**src/rtl/fp_add_arbiter.sv**
```systemverilog
// Round-robin front end that time-shares one combinational FP adder among NUM_REQ engines.
// Each accepted operand pair is registered onto the adder inputs, settled for a cycle, and returned with its ID.
module fp_add_arbiter #(
  parameter int NUM_REQ = 4,
  parameter int ID_W    = 2,
  parameter int CNT_W   = 16
) (
  input  logic                  clk,
  input  logic                  rst,
  input  logic [NUM_REQ-1:0]    req_valid,
  input  logic [32*NUM_REQ-1:0] req_a,
  input  logic [32*NUM_REQ-1:0] req_b,
  output logic [NUM_REQ-1:0]    req_ready,
  output logic [31:0]           add_a,
  output logic [31:0]           add_b,
  input  logic [31:0]           add_result,
  output logic                  rsp_valid,
  output logic [ID_W-1:0]       rsp_id,
  output logic [31:0]           rsp_data,
  input  logic                  rsp_ready,
  output logic                  busy,
  output logic [CNT_W-1:0]      ops_done
);

  localparam logic [1:0] IDLE = 2'd0;
  localparam logic [1:0] EXEC = 2'd1;
  localparam logic [1:0] RESP = 2'd2;

  logic [1:0]      state;
  logic [ID_W-1:0] last_grant;
  logic [ID_W-1:0] gnt_idx;
  logic [ID_W-1:0] idx;
  logic            gnt_found;
  logic            accept;

  // Search starts just past the previous winner so every requester gets a turn.
  always_comb begin
    gnt_found = 1'b0;
    gnt_idx   = '0;
    idx       = '0;
    for (int k = 1; k <= NUM_REQ; k++) begin
      idx = ID_W'((int'(last_grant) + k) % NUM_REQ);
      if (!gnt_found && req_valid[idx]) begin
        gnt_found = 1'b1;
        gnt_idx   = idx;
      end
    end
  end

  assign accept    = (state == IDLE) && gnt_found && !rst;
  assign req_ready = accept ? (NUM_REQ'(1) << gnt_idx) : '0;
  assign busy      = (state != IDLE);

  always_ff @(posedge clk or posedge rst) begin
    if (rst) begin
      state      <= IDLE;
      add_a      <= '0;
      add_b      <= '0;
      rsp_valid  <= 1'b0;
      rsp_id     <= '0;
      rsp_data   <= '0;
      ops_done   <= '0;
      last_grant <= ID_W'(NUM_REQ - 1);
    end else begin
      case (state)
        IDLE: if (accept) begin
          add_a      <= req_a[32*gnt_idx +: 32];
          add_b      <= req_b[32*gnt_idx +: 32];
          rsp_id     <= gnt_idx;
          last_grant <= gnt_idx;
          state      <= EXEC;
        end
        EXEC: begin
          rsp_data  <= add_result;
          rsp_valid <= 1'b1;
          state     <= RESP;
        end
        RESP: if (rsp_ready) begin
          rsp_valid <= 1'b0;
          if (ops_done != '1) ops_done <= ops_done + CNT_W'(1);
          state <= IDLE;
        end
        default: state <= IDLE;
      endcase
    end
  end

endmodule

```
**config.mk**
```make
export PLATFORM = sky130hd
export DESIGN_NAME = fp_add_arbiter
export DESIGN_NICKNAME = d
export VERILOG_FILES = /design/src/rtl/fp_add_arbiter.sv
export SDC_FILE = /design/constraint.sdc
export NUM_CORES = 1
export LEC_CHECK = 0
export ABC_CLOCK_PERIOD_IN_PS = 8800
export CAP_MARGIN = 20
export CORE_AREA = 8 8 153 155
export CTS_CLUSTER_SIZE = 40
export DETAILED_ROUTE_END_ITERATION = 10
export DIE_AREA = 0 0 161 163
export GPL_TIMING_DRIVEN = 1
export MAX_ROUTING_LAYER = met4
export PLACE_DENSITY = 0.8
export SETUP_SLACK_MARGIN = 0.3
export SYNTH_ARGS = -nofsm -noshare
export SYNTH_HDL_FRONTEND = slang
export SYNTH_SLANG_ARGS = --single-unit
export TNS_END_PERCENT = 100
```
**constraint.sdc**
```tcl
create_clock -name clk -period 8.8 [get_ports clk]
set_input_delay 1.76 -clock clk [delete_from_list [all_inputs] [get_ports clk]]
set_output_delay 1.76 -clock clk [all_outputs]
set_load 0.02 [all_outputs]
```
# After elaboration in Yosys (flattened, before gate mapping)
# Cells that the tools add are included.
dict set report word_totals {
  ff_bits 119
  latch_bits 0
  ramBits 0
  rom_bits 0
  in_bits 295
  output_inout_bits 120
  elab_cells 63
  memories 0
}
dict set report classes {
  addsub 5
  n_mul 0
  div 0
  n_lt_le_gt_ge 4
  eq_ne 5
  shifts 3
  n_mux 22
  bitwise 0
  n_reduce_logical 16
}
# cell count
set ops {}
lappend ops {{indexed part select 128 x 8 -> 32 bit} 2}
lappend ops {{adder 16 x 1 -> 16 bit (second input constant)} 1}
lappend ops {{!= test 16 bit (second input constant)} 1}
lappend ops {{less-than comparator 2 x 3 -> 1 bit (second input constant)} 4}
lappend ops {{2-to-1 mux 2 bit} 6}
lappend ops {{2-to-1 mux 1 bit} 9}
lappend ops {{binary-select mux 1 bit (select 2 bit)} 4}
lappend ops {{case mux 2 bit (3 select lines)} 1}
lappend ops {{AND reduction 2 bit} 3}
lappend ops {{logical AND 1 bit} 5}
lappend ops {{adder 2 x 1 -> 2 bit (second input constant)} 2}
lappend ops {{adder 2 bit (second input constant)} 2}
lappend ops {{logical NOT 1 bit} 4}
lappend ops {{2-to-1 mux 4 bit} 1}
lappend ops {{!= test 2 bit (second input constant)} 2}
lappend ops {{nonzero test 2 bit} 2}
lappend ops {{<< shifter 1 x 2 -> 4 bit (first input constant)} 1}
lappend ops {{AND reduction 3 bit} 1}
lappend ops {{equality test 2 x 1 -> 1 bit (second input constant)} 1}
lappend ops {{equality test 2 bit (second input constant)} 1}
lappend ops {{logical NOT 2 bit} 1}
lappend ops {{case mux 1 bit (2 select lines)} 1}

# Longest topological paths before layout
# Gate-level depths: netlist of the first run.
dict set report depth {
  depth_word 17
  depth_mapped 9
  ltp_nobuf 6
}

# Worst setup path after synthesis of the first run
# No wires, ideal clock.
dict set report synth_path {
  kind {in2out}
  startpoint {input req_valid[1]}
  endpoint {output req_ready[3]}
  t_arrival_ns 3.201
  required_ns 7.040
  slack_ns 3.839
  path_stages 7
  path_buffers 3
  path_cell_list {buf_6 o211a_4 a2111oi_4 buf_12 buf_12 nand2_1 nor2_1}
}
dict set report synth_between {
  elab_chain_len 15
  word_cells_on_any_way 26
  classes_between {1 x shift; 17 x mux; 8 x reduce/logical}
}
# item line
set synth_lines {}
lappend synth_lines {{from (decl)} 10} ;# input logic [NUM_REQ-1:0] req_valid,
lappend synth_lines {{binary-select mux 1 bit (select 2 bit)} 43} ;# if (!gnt_found && req_valid[idx]) begin
lappend synth_lines {{2-to-1 mux 1 bit (implied by the code)} 43}
lappend synth_lines {{2-to-1 mux 1 bit} 43}
lappend synth_lines {{logical NOT 1 bit} 43}
lappend synth_lines {{logical AND 1 bit} 43}
lappend synth_lines {{2-to-1 mux 1 bit} 43}
lappend synth_lines {{logical NOT 1 bit} 43}
lappend synth_lines {{logical AND 1 bit} 43}
lappend synth_lines {{2-to-1 mux 1 bit} 43}
lappend synth_lines {{logical NOT 1 bit} 43}
lappend synth_lines {{logical AND 1 bit} 43}
lappend synth_lines {{2-to-1 mux 1 bit} 43}
lappend synth_lines {{logical AND 1 bit (2 in series)} 50} ;# assign accept = (state == IDLE) && gnt_found && !rst;
lappend synth_lines {{2-to-1 mux 4 bit *} 51} ;# assign req_ready = accept ? (NUM_REQ'(1) << gnt_idx) : '0;
lappend synth_lines {{to (decl)} 13} ;# output logic [NUM_REQ-1:0] req_ready,
# Mark *: on every way between the ends. The rest lies on a longest branch, timed or not. The select of a mux whose other input is x is not followed.

# Worst setup path after layout of the first run
# Same ends and word-level chain as after synthesis.

==> summary.txt, run 1 <==
Layout
  • Non-Filler Instances: about 1400
  • Area delta synth->final: 71.6%
  • Layout Nets: 1375
  • Layout cells sized above 1: 13.7%

Yosys
  • Count leader, synth: nand2_1
  • Yosys warnings: 0
  • Syn_nets: 987
  • Top cell type by total area after synthesis: dfrtp_1
  • Synth Register Bits: 119
  • Distinct cell type count after synthesis: 44
  • Post-Syn Area: 6700 sq um
  • Main synth FF type: dfrtp_1
  • Avg Cell Area, Syn: 9.69 sq um
  • Dominant cells by area after synthesis: dfrtp_1 (44%), mux2_2 (15%), a221oi_1 (8.4%)
  • Post-synth EDFFs: 0
  • Async set-reset flop share out of synthesis: 100%
  • Register area share after synthesis: between 40 and 50%
  • Top cell type's share of synthesized area: 43.7%
  • Most instantiated cells after synthesis: nand2_1 (137), dfrtp_1 (117), mux2_2 (92)
  • Gate Count Post-Synth: 691

Place
  • RePlAce Congestion: roughly 0.83
  • Dpl hpwl: 21.8 mm
  • # port buffers: 414
  • Placed cell count: 1335

Timing
  • Final setup viols: 0
  • Final hold violation count: 0
  • Unrepaired setup endpoints after global routing: no
  • Worst rel slew slack: 35.5%
  • Setup TNS: 0 ns
  • Final period utilization: approximately 72%
  • Worst-Margin Slew: around 0.97 ns
  • Pins Over Slew Limit: 0
  • Crit path time final: 6.37 ns
  • Fmax: 157 MHz
  • Fin Clk Skew: 0.00844 ns

Clock network
  • Postcts setup bufs: 0
  • CTS Buf Count: 17
  • Gates resized, CTS repair: 0
  • CTS tree: yes
  • CTS max path bufs: 2
  • Root Buffer: clkbuf_16
  • Worst-Skew Late Latency: 0.41 ns
  • # hold bufs at CTS: 0
  • # H-tree levels: 4
  • CTS Sinks: 119
  • Clk pin slew, worst setup/hold paths: 0.05 ns

Detailed routing
  • Pre-antenna DRT Iters: 5
  • Vias per cell: just over 5
  • Routed length per instance: 21.0 um
  • Residual DRC: 0
  • Routed WL: 28.8 mm
  • Post-route ant nets: 0
  • Iter 0 DRT Violations: approximately 350
  • DR vias: 6995

GRT
  • Vias in the first global route: between 7000 and 8000
  • Met3 usage: under 10%
  • GRT overflow: 0
  • Met2 usage: 37.7%
  • GRT Total Usage: roughly 22%
  • Largest net degree at the start of global routing: 77
  • Initial antenna violation count: 4
  • First-pass GRT wire length: ~43 mm
  • GR Util met1: 23.0%
  • Gr busiest metal: met2

Power and ir drop
  • Maximum VDD drop: 0.000190 V
  • Pwr dens: approximately 310 nW/um^2
  • Leak: 4.51 nW
  • Tot Pwr: 3.59 mW

Worst hold path
  • HP Start: rsp_id[1]$_DFFE_PP0P_
  • Worst Hold Path EP: rsp_id[1]$_DFFE_PP0P_
  • Hold Crit Class: reg2reg
  • WHS Path Cells: 2

Flow run
  • Maxcap violations: 0

Die
  • Row cnt: 53
  • Chip Width: 161 um
  • Die H: 163 um
  • Top Ports: a little over 400
  • Die ar.: 26200 sq um
  • Core ar.: ~21000 sq um
  • Initial Util: approximately a third

Critical path
  • R2r worst-path depth: 6
  • WP data arrival: 4.61 ns
  • Worst r2r src: last_grant[1]$_DFFE_PP1P_
  • Kind of critical path: in2out
  • Req. time, crit path: 7.04 ns
  • Critical Path End Type: primary output
  • Critical path launch point type: input pin
  • Flop-to-flop setup slack: approximately 5.8 ns
  • Critical path fanouts, max: 14
  • RR Endpoint: add_a[20]$_DFFE_PP0P_

Status
  • Outcome: completed
report_power, final:
group	internal (mW)	switching [mW]	leakage, nW
combinational	0.933	1.02	2.86
clock	0.397	0.269	0.269
sequential	0.803	0.162	1.38
logic make-up after synthesis:
kind of cell,count (synthesis),synth area share (%)
AO/OA/AOI/OAI,154,16.4
XOR/XNOR,13,1.70
adder cells (fa/ha/maj),1,0.187
buffers and inverters,64,6.15
flip-flops,119,44.5
multiplexers,98,16.5
AND/OR/NAND/NOR,242,14.6
state kept, by name, summed over array words and instances, names as in the netlist:
register	flops
rsp_data	32
state	2
rsp_id	2
last_grant	2
rsp_valid	1
add_a	32
ops_done	16
add_b	32
worst max path at each step:
stage                   end         start  slack [ns]  cells past startpoint
4_1_cts        req_ready[3]  req_valid[1]        2.39                      7
3_3_place_gp   req_ready[3]  req_valid[1]        2.44                      7
5_1_grt        req_ready[3]  req_valid[1]        2.28                      7
3_5_place_dp   req_ready[3]  req_valid[1]        2.39                      7
2_1_floorplan  req_ready[3]  req_valid[1]        3.84                      7
6_report       req_ready[3]  req_valid[1]        2.43                      7
cell type report:
| type | count | area (sq um) |
|---|---|---|
| repair buffers | 425 | 4230 |
| clock inverters | 13 | 124 |
| fillers | 1860 | 9340 |
| flip-flops and latches | 119 | 2980 |
| diodes | 4 | 10.0 |
| clock buffers | 18 | 439 |
| well taps | 275 | 344 |
| multi-input cells | 508 | 3330 |
| inverters | 8 | 32.5 |
per-stage QoR:
step / setup WS [ns] / utilization, % / hold WS [ns] / area, sq um
floorplan: 3.84 / - / 0.590 / 6700
global placement: 2.44 / 52.4 / 0.461 / 10900
detailed placement: 2.39 / 52.4 / 0.467 / 10900
CTS: 2.39 / 55.1 / 0.481 / 11500
global route: 2.28 / 55.2 / 0.504 / 11500
finish: 2.43 / 55.2 / 0.478 / 11500
cells in the final DEF (no fill, tap or decap), drive strengths merged, types with 2 or more instances in the layout:
cell	synthesis	layout
and3b	2	2
a21oi	71	71
nand4	5	5
nor3	2	2
xor2	4	4
diode	0	4
inv	8	11
clkbuf	30	18
a21o	5	5
clkinvlp	0	3
o21ai	3	3
dfstp	2	2
mux2	97	97
xnor2	9	9
a221oi	64	64
buf	26	11
nor2b	4	4
nor2	77	77
nand3	6	6
nand2b	2	2
or2	2	2
nand2	137	137
dfrtp	117	117
clkdlybuf4s50	0	414
clkinv	0	6
critical path, cell delays in order:
cell and delay (ns):
clkdlybuf4s50_1 0.55, o211a_4 0.32, a2111oi_4 0.82, buf_4 0.32, nand2_1 0.10, nor2_1 0.10, clkdlybuf4s50_1 0.64
per-layer routing:
metal,part of all wire [%],vias up
li1,-,3245
met1,38,3388
met2,51,323
met3,8.1,39
met4,2.4,0
met5,0,-
Note: power is estimated with default switching activity, not from simulation.
==> inputs of run 2 (changes only) <==
--- a/config.mk
+++ b/config.mk
@@ -5,15 +5,15 @@
 export SDC_FILE = /design/constraint.sdc
 export NUM_CORES = 1
 export LEC_CHECK = 0
-export ABC_CLOCK_PERIOD_IN_PS = 8800
+export ABC_CLOCK_PERIOD_IN_PS = 6300
 export CAP_MARGIN = 20
-export CORE_AREA = 8 8 153 155
+export CORE_AREA = 8 8 155 157
 export CTS_CLUSTER_SIZE = 40
 export DETAILED_ROUTE_END_ITERATION = 10
-export DIE_AREA = 0 0 161 163
+export DIE_AREA = 0 0 163 165
 export GPL_TIMING_DRIVEN = 1
 export MAX_ROUTING_LAYER = met4
-export PLACE_DENSITY = 0.8
+export PLACE_DENSITY = 0.79
 export SETUP_SLACK_MARGIN = 0.3
 export SYNTH_ARGS = -nofsm -noshare
 export SYNTH_HDL_FRONTEND = slang
==> constraint.sdc (replaced) <==
create_clock -name clk -period 6.3 [get_ports clk]
set_input_delay 1.26 -clock clk [delete_from_list [all_inputs] [get_ports clk]]
set_output_delay 1.26 -clock clk [all_outputs]
set_load 0.02 [all_outputs]
==> run 2 against run 1 <==
Compared with the run above: cell count increased by 0.44%; flip-flop and latch count did not move; sequential share of layout area decreased by 0.12 points; wire length shrank 0.44%; non-clock buffer count grew 2; critical endpoint is now req_ready[0]; largest cell class unchanged.
==> summary.txt, run 2 (synthesis gave the netlist of run 1 again) <==
Clock network
  • Gates resized, CTS repair: 0 (unchanged)
  • Root Buffer: clkbuf_16
  • CTS Sinks: 119 (unchanged)
  • Worst-Skew Late Latency: 0.42 ns (about the same)
  • Clk pin slew, worst setup/hold paths: 0.06 ns (about the same)
  • CTS max path bufs: 2 (unchanged)
  • # hold bufs at CTS: 0 (unchanged)
  • # H-tree levels: 4 (unchanged)
  • Postcts setup bufs: 0 (unchanged)
  • CTS tree: yes
  • CTS Buf Count: 17 (unchanged)

Timing
  • Pins Over Slew Limit: 0 (unchanged)
  • Final setup viols: 0 (unchanged)
  • Worst-Margin Slew: 0.828 ns (-0.139 ns)
  • Final hold violation count: 0 (unchanged)
  • Final WS setup: 1.24 ns (-1.19 ns)
  • Worst rel slew slack: 44.8% (+9.3 points)
  • Crit path time final: 5.06 ns
  • Fmax: ~200 MHz
  • Unrepaired setup endpoints after global routing: no
  • Setup TNS: 0 ns (unchanged)
  • Final period utilization: 80.4%
  • Fin Clk Skew: 0.0122 ns (+0.00377 ns)

Detailed routing
  • Iter 0 DRT Violations: 410 (+16%)
  • DR vias: 6962 (-0.47%)
  • Post-route ant nets: 0 (unchanged)
  • Pre-antenna DRT Iters: 4 (-1)
  • Routed length per instance: 20.8 um (-0.87%)
  • Vias per cell: 5.06 (-0.91%)
  • Routed WL: 28.6 mm (-0.44%)
  • Residual DRC: 0 (unchanged)

Die
  • Chip Width: 163 um (+1.2%)
  • Die H: 165 um (+1.2%)
  • Row cnt: 54 (+1.9%)
  • Die ar.: 26900 sq um (+2.5%)
  • Top Ports: 415 (unchanged)
  • Core ar.: 21500 sq um (+3.2%)
  • Initial Util: 31.2% (-0.99 points)

Critical path
  • Critical path fanouts, max: 68 (+54)
  • WP data arrival: 3.80 ns (-0.81 ns)
  • Critical path launch point type: input pin
  • Family with the most delay on the worst path: buffers and inverters
  • Worst Setup SP: req_valid[3]
  • Top cell by count, worst path: clkdlybuf4s50_1
  • Kind of critical path: in2out
  • Critical Path End Type: primary output
  • CP Cell Sequence: clkdlybuf4s50_1 -> nor2_1 -> a21o_2 -> buf_4 -> a21oi_1 -> clkdlybuf4s50_1
  • Worst r2r src: last_grant[1]$_DFFE_PP1P_
  • Slowest-stage cell, CP: buf_4
  • Req. time, crit path: 5.04 ns (-2.00 ns)
  • CP bufs+invs: 3 (unchanged)
  • CP max stage delay: 0.62 ns (-0.20 ns)

Power and ir drop
  • Maximum VDD drop: 0.000259 V (+36%)
  • Leak: 4.53 nW (+0.57%)
  • Pwr dens: 440 nW/um^2 (+41%)

GRT
  • GR Util met1: 22.8% (-0.11 points)
  • Initial antenna violation count: 2 (-2)
  • GRT Total Usage: 21.1% (-0.56 points)
  • Vias in the first global route: 7420 (-0.84%)
  • Gr busiest metal: met2
  • First-pass GRT wire length: 42.1 mm (-0.91%)
  • Met2 usage: 35.6% (-2.1 points)
  • GRT overflow: 0 (unchanged)
  • Largest net degree at the start of global routing: 69 (-10%)
  • Met3 usage: 7.55% (+0.40 points)

Worst hold path
  • Hold Crit Class: reg2reg
  • HP Start: rsp_id[1]$_DFFE_PP0P_

Flow run
  • Maxcap violations: 0 (unchanged)

Layout
  • Area delta synth->final: 72.4%
  • Commonest non-fill, non-tap cells in the layout: clkdlybuf4s50_1 (414), nand2_1 (136), dfrtp_1 (117)
  • Layout Nets: 1377 (+0.15%)
  • Biggest regs: add_a: 32 flops, add_b: 32 flops, rsp_data: 32 flops
  • Layout cells sized above 1: 13.9% (+0.15 points)
  • Commonest non-fill, non-tap cell in the layout: clkdlybuf4s50_1
  • Final Core Density: 53.7% (-1.4 points)

Place
  • Place WS: 1.21 ns (-1.18 ns)
  • # port buffers: 414 (unchanged)
  • Dpl hpwl: 21.8 mm (about the same)
  • RePlAce Congestion: 0.825 (-0.22%)

Status
  • Outcome: completed
[run 2: final timing paths]
path	endpoint	slack, ns	cells after the start
max in group asynchronous	add_b[23]$_DFFE_PP0P_	4.11	3
worst max-delay path	req_ready[0]	1.24	6
worst max register to register	add_b[21]$_DFFE_PP0P_	3.53	6
worst min-delay path	rsp_id[1]$_DFFE_PP0P_	0.48	2
min in group asynchronous	ops_done[3]$_DFFE_PP0P_	1.21	2
worst min register to register	rsp_id[1]$_DFFE_PP0P_	0.48	2
[run 2: final cells by class]
class / count / area, sq um
clock inverters: 14 / 160
well taps: 280 / 350
multi-input cells: 508 / 3330
inverters: 8 / 32.5
diodes: 2 / 5.00
flip-flops and latches: 119 / 2980
repair buffers: 427 / 4250
fillers: 1912 / 9940
clock buffers: 18 / 429
[run 2: through the flow]
stage | power [mW] | std cells | cell area [sq um] | hold WS, ns
floorplan | 2.94 | 691 | 6700 | 0.590
global placement | 4.06 | 1341 | 10900 | 0.460
detailed placement | 4.12 | 1341 | 10900 | 0.465
CTS | 5.14 | 1373 | 11500 | 0.481
global route | 5.39 | 1376 | 11500 | 0.501
finish | 5.08 | 1376 | 11500 | 0.477
[run 2: routing by layer]
layer | part of all wire, % | wire length (um)
met5 | 0 | 0
met2 | 50 | 14400
met4 | 2.2 | 618
met3 | 9.7 | 2780
met1 | 38 | 10900
[run 2: where the power goes]
part	internal, mW	leakage, nW	switching [mW]
clock	0.593	0.281	0.396
sequential	1.12	1.38	0.219
combinational	1.31	2.87	1.44
[run 2: tightest hold or removal path: cells and delay by family, from the launching register on]
family        cells  cell delay [ns]
simple gates      2             0.11
flops             1             0.34
